<file path="config.mk">
export PLATFORM = sky130hd
export DESIGN_NAME = uart_fifo_flex_flat
export DESIGN_NICKNAME = d
export VERILOG_FILES = /design/src/rtl/uart_fifo_flex_pkg.sv /design/src/rtl/uart_fifo_flex_if.sv /design/src/rtl/uart_fifo_flex_ram.sv /design/src/rtl/uart_fifo_flex.sv /design/src/flat_wrapper.sv
export SDC_FILE = /design/constraint.sdc
export NUM_CORES = 1
export LEC_CHECK = 0
export CAP_MARGIN = 20
export CORE_MARGIN = 2
export CORE_UTILIZATION = 40
export DETAILED_ROUTE_END_ITERATION = 10
export HOLD_SLACK_MARGIN = 0.1
export PLACE_DENSITY_LB_ADDON = 0.3
export SLEW_MARGIN = 40
export SYNTH_ARGS = -nofsm -noshare
export SYNTH_HDL_FRONTEND = slang
export SYNTH_SLANG_ARGS = --single-unit
</file>
<file path="constraint.sdc">
create_clock -name clk -period 3.41 [get_ports clk]
set_input_delay 0.682 -clock clk [delete_from_list [all_inputs] [get_ports clk]]
set_output_delay 0.682 -clock clk [all_outputs]
set_load 0.02 [all_outputs]
</file>
<file path="src/rtl/uart_fifo_flex_pkg.sv">
// uart_fifo_flex_pkg
// Shared constants and types for the UART FIFO slice.
//   DATA_W_DEF / ADDR_W_DEF / DEPTH_DEF : default word width, address width, depth
//   AE_LEVEL_DEF                        : default almost_empty threshold
//   fifo_status_t                       : status-flag bundle, fixed bit ordering
package uart_fifo_flex_pkg;

  localparam int DATA_W_DEF   = 8;
  localparam int ADDR_W_DEF   = 4;
  localparam int DEPTH_DEF    = 2**ADDR_W_DEF;
  localparam int AE_LEVEL_DEF = 2;

  // MSB..LSB: overflow, underflow, almost_full, almost_empty, full, empty
  typedef struct packed {
    logic overflow;
    logic underflow;
    logic almost_full;
    logic almost_empty;
    logic full;
    logic empty;
  } fifo_status_t;

  // Status value the FIFO presents while held in reset or right after a flush
  function automatic fifo_status_t idle_status();
    fifo_status_t s;
    s = '0;
    s.empty        = 1'b1;
    s.almost_empty = 1'b1;
    return s;
  endfunction

endpackage

</file>
<file path="src/rtl/uart_fifo_flex_if.sv">
// uart_fifo_flex_if
// Push/pop/status bundle between a FIFO user (master) and the FIFO (slave).
//   clr, wr, w_data, rd          : driven by master
//   r_data, count, status flags  : driven by slave
interface uart_fifo_flex_if import uart_fifo_flex_pkg::*; #(
  parameter int DATA_W = DATA_W_DEF,
  parameter int ADDR_W = ADDR_W_DEF
);

  logic              clr;
  logic              wr;
  logic [DATA_W-1:0] w_data;
  logic              rd;
  logic [DATA_W-1:0] r_data;
  logic              empty;
  logic              full;
  logic              almost_empty;
  logic              almost_full;
  logic [ADDR_W:0]   count;
  logic              overflow;
  logic              underflow;

  modport master (
    output clr, wr, w_data, rd,
    input  r_data, empty, full, almost_empty, almost_full, count, overflow, underflow
  );

  modport slave (
    input  clr, wr, w_data, rd,
    output r_data, empty, full, almost_empty, almost_full, count, overflow, underflow
  );

endinterface

</file>
<file path="src/rtl/uart_fifo_flex_ram.sv">
// uart_fifo_ram
// FIFO storage: synchronous write, asynchronous (combinational) read, no reset.
//   clk    : write clock
//   we     : write enable
//   w_addr : write address,  w_data : write word
//   r_addr : read address,   r_data : word at r_addr
module uart_fifo_ram import uart_fifo_flex_pkg::*; #(
  parameter int DATA_W = DATA_W_DEF,
  parameter int ADDR_W = ADDR_W_DEF
) (
  input  logic              clk,
  input  logic              we,
  input  logic [ADDR_W-1:0] w_addr,
  input  logic [DATA_W-1:0] w_data,
  input  logic [ADDR_W-1:0] r_addr,
  output logic [DATA_W-1:0] r_data
);

  logic [DATA_W-1:0] mem [2**ADDR_W];

  always_ff @(posedge clk) begin
    if (we) begin
      mem[w_addr] <= w_data;
    end
  end

  assign r_data = mem[r_addr];

endmodule

</file>
<file path="src/rtl/uart_fifo_flex.sv">
// uart_fifo_flex
// Show-ahead synchronous FIFO with thresholds and sticky error flags.
//   clk    : clock, all state on rising edge
//   reset  : asynchronous active-high reset
//   bus    : slave side of uart_fifo_flex_if (clr/wr/w_data/rd in,
//            r_data/count/empty/full/almost_*/overflow/underflow out)
module uart_fifo_flex import uart_fifo_flex_pkg::*; #(
  parameter int DATA_W   = DATA_W_DEF,
  parameter int ADDR_W   = ADDR_W_DEF,
  parameter int AF_LEVEL = (2**ADDR_W) - 2,
  parameter int AE_LEVEL = AE_LEVEL_DEF
) (
  input  logic           clk,
  input  logic           reset,
  uart_fifo_flex_if.slave bus
);

  localparam int              DEPTH     = 2**ADDR_W;
  localparam logic [ADDR_W:0] DEPTH_CNT = (ADDR_W+1)'(DEPTH);
  localparam logic [ADDR_W:0] AF_CNT    = (ADDR_W+1)'(AF_LEVEL);
  localparam logic [ADDR_W:0] AE_CNT    = (ADDR_W+1)'(AE_LEVEL);

  logic [ADDR_W-1:0] wr_ptr;
  logic [ADDR_W-1:0] rd_ptr;
  logic [ADDR_W:0]   count;
  logic              overflow_q;
  logic              underflow_q;
  logic              push_ok;
  logic              pop_ok;
  fifo_status_t      status;

  // A full FIFO still accepts a push when a pop frees a slot on the same edge;
  // rd on a full FIFO is always accepted because full implies non-empty.
  assign pop_ok  = bus.rd && !status.empty;
  assign push_ok = bus.wr && (!status.full || pop_ok);

  uart_fifo_ram #(
    .DATA_W (DATA_W),
    .ADDR_W (ADDR_W)
  ) u_ram (
    .clk    (clk),
    .we     (push_ok && !bus.clr),
    .w_addr (wr_ptr),
    .w_data (bus.w_data),
    .r_addr (rd_ptr),
    .r_data (bus.r_data)
  );

  // Pointers wrap naturally at ADDR_W bits; clr beats any simultaneous wr/rd.
  always_ff @(posedge clk or posedge reset) begin
    if (reset) begin
      wr_ptr      <= '0;
      rd_ptr      <= '0;
      count       <= '0;
      overflow_q  <= 1'b0;
      underflow_q <= 1'b0;
    end else if (bus.clr) begin
      wr_ptr      <= '0;
      rd_ptr      <= '0;
      count       <= '0;
      overflow_q  <= 1'b0;
      underflow_q <= 1'b0;
    end else begin
      if (push_ok) begin
        wr_ptr <= wr_ptr + 1'b1;
      end
      if (pop_ok) begin
        rd_ptr <= rd_ptr + 1'b1;
      end
      case ({push_ok, pop_ok})
        2'b10:   count <= count + 1'b1;
        2'b01:   count <= count - 1'b1;
        default: count <= count;
      endcase
      if (bus.wr && status.full && !bus.rd) begin
        overflow_q <= 1'b1;
      end
      if (bus.rd && status.empty) begin
        underflow_q <= 1'b1;
      end
    end
  end

  // Occupancy flags decode straight from the registered count so they follow
  // reset asynchronously and can never show empty and full together.
  always_comb begin
    status              = idle_status();
    status.empty        = (count == '0);
    status.full         = (count == DEPTH_CNT);
    status.almost_empty = (count <= AE_CNT);
    status.almost_full  = (count >= AF_CNT);
    status.overflow     = overflow_q;
    status.underflow    = underflow_q;
  end

  assign bus.count        = count;
  assign bus.empty        = status.empty;
  assign bus.full         = status.full;
  assign bus.almost_empty = status.almost_empty;
  assign bus.almost_full  = status.almost_full;
  assign bus.overflow     = status.overflow;
  assign bus.underflow    = status.underflow;

endmodule

</file>
<file path="src/flat_wrapper.sv">
// flat-port wrapper written by rule: the top's interface ports become plain ports
module uart_fifo_flex_flat import uart_fifo_flex_pkg::*;
#(
  parameter int DATA_W   = DATA_W_DEF,
  parameter int ADDR_W   = ADDR_W_DEF,
  parameter int AF_LEVEL = (2**ADDR_W) - 2,
  parameter int AE_LEVEL = AE_LEVEL_DEF
)
  (clk, reset, bus_clr, bus_wr, bus_w_data, bus_rd, bus_r_data, bus_empty, bus_full, bus_almost_empty, bus_almost_full, bus_count, bus_overflow, bus_underflow);
  uart_fifo_flex_if #(.DATA_W(DATA_W), .ADDR_W(ADDR_W)) bus_i ();
  input  logic clk;
  input  logic reset;
  input wire logic [$bits(bus_i.clr)-1:0] bus_clr;
  input wire logic [$bits(bus_i.wr)-1:0] bus_wr;
  input wire logic [$bits(bus_i.w_data)-1:0] bus_w_data;
  input wire logic [$bits(bus_i.rd)-1:0] bus_rd;
  output wire logic [$bits(bus_i.r_data)-1:0] bus_r_data;
  output wire logic [$bits(bus_i.empty)-1:0] bus_empty;
  output wire logic [$bits(bus_i.full)-1:0] bus_full;
  output wire logic [$bits(bus_i.almost_empty)-1:0] bus_almost_empty;
  output wire logic [$bits(bus_i.almost_full)-1:0] bus_almost_full;
  output wire logic [$bits(bus_i.count)-1:0] bus_count;
  output wire logic [$bits(bus_i.overflow)-1:0] bus_overflow;
  output wire logic [$bits(bus_i.underflow)-1:0] bus_underflow;
  assign bus_i.clr = bus_clr;
  assign bus_i.wr = bus_wr;
  assign bus_i.w_data = bus_w_data;
  assign bus_i.rd = bus_rd;
  assign bus_r_data = bus_i.r_data;
  assign bus_empty = bus_i.empty;
  assign bus_full = bus_i.full;
  assign bus_almost_empty = bus_i.almost_empty;
  assign bus_almost_full = bus_i.almost_full;
  assign bus_count = bus_i.count;
  assign bus_overflow = bus_i.overflow;
  assign bus_underflow = bus_i.underflow;
  uart_fifo_flex #(.DATA_W(DATA_W), .ADDR_W(ADDR_W), .AF_LEVEL(AF_LEVEL), .AE_LEVEL(AE_LEVEL)) u_core (.clk(clk), .reset(reset), .bus(bus_i));
endmodule
</file>
### After elaboration in Yosys (flattened, before gate mapping)

Memory sizes are Yosys's and may differ from the RTL's.
Index checks and enable logic that the tools add are counted.

| cells by class | value |
|---|---|
| $add $sub $neg | 4 |
| equal/unequal tests | 3 |
| order comparisons | 2 |
| mux-type cells | 12 |
| reduce and logical (&&, ||, !) cells | 17 |

Operators with widths:

| cell | number |
|---|---|
| 2-to-1 mux 4 bit | 4 |
| one-hot mux 5 bit (2 select lines) | 1 |
| adder 4 x 1 -> 4 bit (second input constant) | 2 |
| nonzero test 2 bit | 4 |
| logical AND 1 bit | 6 |
| 2-to-1 mux 1 bit | 6 |
| adder 5 x 1 -> 5 bit (second input constant) | 1 |
| == test 5 bit (second input constant) | 1 |
| >= comparator 5 x 4 -> 1 bit (second input constant) | 1 |
| <= comparator 5 x 2 -> 1 bit (second input constant) | 1 |
| zero test 5 bit | 1 |
| 2-to-1 mux 5 bit | 1 |
| subtractor 5 x 1 -> 5 bit (second input constant) | 1 |
| zero test 1 bit | 4 |
| nonzero test 3 bit | 1 |
| == test 2 x 1 -> 1 bit (second input constant) | 1 |
| == test 2 bit (second input constant) | 1 |
| logical OR 1 bit | 1 |

| storage, ports and cells | value |
|---|---|
| logic and storage cells | 44 |
| register bits after elaboration | 15 |
| RAM bits | 128 |
| output and inout bits | 19 |
| memories kept | 1 |

Memory list:

| memory | words | width | read ports | clocked after Yosys merged registers in | write ports | RTL line | text |
|---|---|---|---|---|---|---|---|
| u_core.u_ram.mem | 16 | 8 | 1 | 0 | 1 | uart_fifo_flex_ram.sv:19 | `logic [DATA_W-1:0] mem [2**ADDR_W];` |

### Depth between registers and ports, before layout

| depth | value |
|---|---|
| word-level depth | 8 |
| gate-level depth with buffers | 9 |
| depth with buffers taken out | 9 |

### Cells and area by module

From an unflattened synthesis, not the netlist that was laid out.

| unflattened totals | value |
|---|---|
| cell total of the unflattened synthesis | 328 |
| area, all modules | 6005.8 µm² |

Modules (own cells, without submodules):

| module | area each (µm²) | times used | cells an instance |
|---|---|---|---|
| uart_fifo_ram | 4987.3 | 1 | 221 |
| uart_fifo_flex | 1018.5 | 1 | 107 |

### Worst setup path before layout

OpenSTA, ideal clock, no wires.

| path | value |
|---|---|
| path type | register to register |
| start | reg u_core.count[3] (netlist: u_core.bus.count[3]) |
| end | reg u_core.count[4] (netlist: u_core.bus.count[4]) |
| arrival time | 2574 ps |
| period minus slack after synthesis | 2656 ps |
| library setup time | 82 ps |
| required time | 3328 ps |
| slack | 754 ps |
| cell stages (with the launch flop) | 10 |
| cell sequence | dfrtp_1 or4_4 o21ai_2 nand2b_1 inv_1 ha_1 nand2b_1 a2111o_1 o22a_1 a31oi_1 |

| on the way | value |
|---|---|
| longest elaborated chain between the ends | 8 |
| elaborated cells between the ends (all ways) | 14 |

RTL lines:

| element | RTL line | text |
|---|---|---|
| from (decl) | uart_fifo_flex.sv:25 | `logic [ADDR_W:0] count;` |
| from (signal assigned) | uart_fifo_flex.sv:71 | `2'b10: count <= count + 1'b1;` |
| from (signal assigned) | uart_fifo_flex.sv:72 | `2'b01: count <= count - 1'b1;` |
| from (signal assigned) | uart_fifo_flex.sv:73 | `default: count <= count;` |
| zero test 5 bit | uart_fifo_flex.sv:88 | `status.empty = (count == '0);` |
| zero test 1 bit | uart_fifo_flex.sv:34 | `assign pop_ok = bus.rd && !status.empty;` |
| logical AND 1 bit | uart_fifo_flex.sv:34 |  |
| logical OR 1 bit | uart_fifo_flex.sv:35 | `assign push_ok = bus.wr && (!status.full \|\| pop_ok);` |
| logical AND 1 bit | uart_fifo_flex.sv:35 |  |
| == test 2 x 1 -> 1 bit / == test 2 bit (equally long branches) | uart_fifo_flex.sv:70 | `case ({push_ok, pop_ok})` |
| one-hot mux 5 bit (2 select lines) | uart_fifo_flex.sv:70 |  |
| 2-to-1 mux 5 bit | uart_fifo_flex.sv:57 | `end else if (bus.clr) begin` |

Several ways; a longest one is shown, not always the timed one.
A chain may end at the register's enable or synchronous reset.

### Worst setup path in the final report

| path | value |
|---|---|
| start | reg u_core.rd_ptr[0] |
| end | out bus_r_data[6] |

| on the way | value |
|---|---|
| longest elaborated chain between the ends | 1 |

RTL lines:

| element | RTL line | text |
|---|---|---|
| from (decl) | uart_fifo_flex.sv:24 | `logic [ADDR_W-1:0] rd_ptr;` |
| from (signal assigned) | uart_fifo_flex.sv:68 | `rd_ptr <= rd_ptr + 1'b1;` |
| memory (16 x 8 bit) | n/a |  |
| to (decl) | flat_wrapper.sv:17 | `output wire logic [$bits(bus_i.r_data)-1:0] bus_r_data;` |

No other way between the ends.

==> summary.txt <==
Global route
  – Antenna violations before repair: 0
  – First-pass GRT wire length: 18.5 mm
  – GRT Total Usage: 16.0%
  – Global route overflow: 0
  – Vias in the first global route: 3200
  – Largest net degree at the start of global routing: 33

Yosys
  – Netlist Area Pre-Place: 5890 µm²
  – Synthesized flop and latch total: 143
  – Synth cell types: 41
  – Cell taking the most area after synthesis: edfxtp_1
  – Post-Syn Area per Cell: 18.0 µm²
  – Ys flop type: edfxtp_1
  – Area contributors post-synth: edfxtp_1 (65%), mux4_2 (12%), dfrtp_1 (6.4%)
  – Syn Nets: 349
  – Yosys top cell area share: 65.3%
  – Async SR Flop Fraction: 10.5%
  – YS warnings: 0
  – Syn Inst Count: 327
  – Register area share after synthesis: 71.6%
  – Number of flops mapped to enable cells by yosys: 128

Timing
  – Final hold violations: 0
  – Worst slew margin: 49.9%
  – Setup repair after global routing missed its margin: false
  – Final slew viol count: 0
  – Tcrit/Tclk final: 94.9%
  – Max Fclk: 309 MHz
  – Setup Viol. Count Final: 0
  – Hold WS: 0.503 ns
  – Worst Skew: 0.00538 ns
  – Final min period: 3.24 ns
  – Slew @ Worst Pin: 0.749 ns
  – Setup_tns: 0 ns

Placed design
  – Port bufs: 31
  – GPL Wtd Cong: 0.739
  – Hpwl dp: 7.37 mm

Routing
  – Via density: 5.41
  – Vias: 3144
  – Routed length per instance: 20.3 µm
  – DRT Pass-1 Iters: 4
  – DRT iter0 DRCs: 264
  – Routed Antenna Nets: 0
  – Drc violations: 0
  – Final wirelength: 11.8 mm

Power and ir drop
  – Switching fraction of total power: 26.2%
  – Internal: 3.69 mW
  – Maximum VDD drop: 451 µV
  – Gate power share: 23.0%
  – Switching power: 1.31 mW
  – Reg power frac: 40.7%
  – Pwr per Cell Area: 700 nW/µm²
  – Leak Pwr: 2.42 nW
  – Clk pwr share: 36.3%

Hold path
  – HP Class: reg -> reg

Clocking
  – Cts hold-fix bufs: 0
  – Root buffer cell: clkbuf_16
  – TritonCTS clock tree: built
  – H-tree depth: 4
  – Worst-case clock buffer depth: 2
  – Clock transition at the registers of the reported paths: 0.06 ns
  – CTS resizes: 0
  – Cts bufs inserted: 17
  – Worst-skew pair later-pin latency: 0.42 ns
  – Post-CTS setup buffers: 0
  – Clock Sinks: 143

Layout
  – Ant diodes: 0
  – Commonest non-fill, non-tap cells in the layout: edfxtp_1 (128), nor2_1 (35), mux4_2 (32), clkdlybuf4s50_1 (31), buf_4 (21)
  – Share of cells above drive strength 1: 22.7%
  – Area grow syn2layout: 21.3%
  – Filler cells: 1203
  – # nets final: 406
  – Commonest non-fill, non-tap cell in the layout: edfxtp_1

Floorplanning
  – Initial Utilization: 40.7%
  – Die height: 125 µm
  – CORE AREA: 14500 µm²
  – Die area: 15700 µm²
  – Std cell rows: 44
  – I/O pin total: 32
  – Chip width: 125 µm

Worst setup path
  – Setup crit end kind: output port
  – CP Class: reg -> out
  – Crit-path max FO: 27
  – Critical path startpoint category: flop
  – Cell breakdown of the critical path: buf_12 > mux4_2 > a22oi_1 > nand2_1 > clkdlybuf4s50_1
  – Crit path DAT: 2.55 ns
  – Critical path required time: 2.73 ns
  – Worst Path Buf+Inv: 2
  – Crit-path slowest cell: clkdlybuf4s50_1
  – Delay-heaviest family, CP: buffers and inverters
  – Peak per-stage delay on the critical path: 0.55 ns

Job
  – Max Cap Viol: 0

Run status
  – Status: finished clean
[synth_stat cells, types with 5 or more instances]
| master | number |
|---|---|
| dfrtp_1 | 15 |
| a22oi_1 | 16 |
| edfxtp_1 | 128 |
| a21oi_1 | 7 |
| ha_1 | 8 |
| xor2_1 | 5 |
| buf_2 | 5 |
| clkbuf_1 | 9 |
| nand2_1 | 13 |
| inv_1 | 8 |
| nor2_1 | 35 |
| mux4_2 | 32 |
[cells by family (layout without fill, tap and decap cells)]
family                   Yosys count  after routing  share of synthesized area, %
AO/OA/AOI/OAI                     35             35                          4.52
XOR/XNOR                           8              8                          1.19
adder cells (fa/ha/maj)            9              9                          2.04
buffers and inverters             24             94                          1.64
flip-flops                       143            143                          71.6
multiplexers                      38             38                          13.3
AND/OR/NAND/NOR                   70             70                          5.67
[metal layers]
layer / up-vias / track usage (%) / share of wire [%]
met1: 1648 / 21.5 / 45
met2: 68 / 25.5 / 49
met3: 18 / 4.32 / 4.0
met4: 0 / 5.56 / 1.7
li1: 1410 / - / -
met5: - / 0 / 0
[area by class of cell]
cell class                 instances  area, µm²  area share [%]
sequential                       143       4220            59.1
multi-input combinational        160       1580            22.0
timing repair buffer              54        508            7.11
clock buffer                      21        440            6.16
tap                              184        230            3.22
clock inverter                    11        141            1.98
inverter                           8       30.0           0.420
[tightest hold or removal path, delay by kind of cell (launching register included)]
kind	cells	cell delay, ns
flops	1	0.35
compound gates	1	0.04
simple gates	1	0.07
[registers in the layout, summed over array words and instances (netlist names)]
signal	count
u_core.bus.count	5
u_core.bus.overflow	1
u_core.bus.underflow	1
u_core.rd_ptr	4
u_core.u_ram.mem	128
u_core.wr_ptr	4
[power groups by stage]
stage / Sequential, mW / Clock [mW] / Combinational [mW]
final: 2.03 / 1.82 / 1.15
after global routing: 2.04 / 1.92 / 1.25
after CTS: 2.04 / 1.85 / 1.17
after detailed placement: 2.07 / 0 / 1.17
after global placement: 2.07 / 0 / 1.15
after floorplan: 2.07 / 0 / 0.751
[metrics by stage]
step	cell area [µm²]	worst slack, ns	total power [mW]	util (%)	std cells
2_1_floorplan	5890	0.754	2.82	-	327
3_3_place_gp	6560	0.584	3.22	45.3	549
3_5_place_dp	6560	0.492	3.24	45.3	549
4_1_cts	7150	0.113	5.06	49.4	581
5_1_grt	7150	0.0412	5.21	49.4	581
6_report	7150	0.174	5.00	49.4	581
[path summary, 6_finish.rpt]
check                           cells after the start  slack (ns)                 start                   end
worst max-delay path                                5        0.17      u_core.rd_ptr[0]         bus_r_data[6]
worst min-delay path                                2        0.50  u_core.bus.underflow  u_core.bus.underflow
worst max register to register                      9        0.61   u_core.bus.count[3]   u_core.bus.count[4]
worst min register to register                      2        0.50  u_core.bus.underflow  u_core.bus.underflow
max in group asynchronous                           2        2.31                 reset      u_core.rd_ptr[0]
min in group asynchronous                           2        0.66                 reset      u_core.rd_ptr[1]
Power figures use the tool's default switching activity.
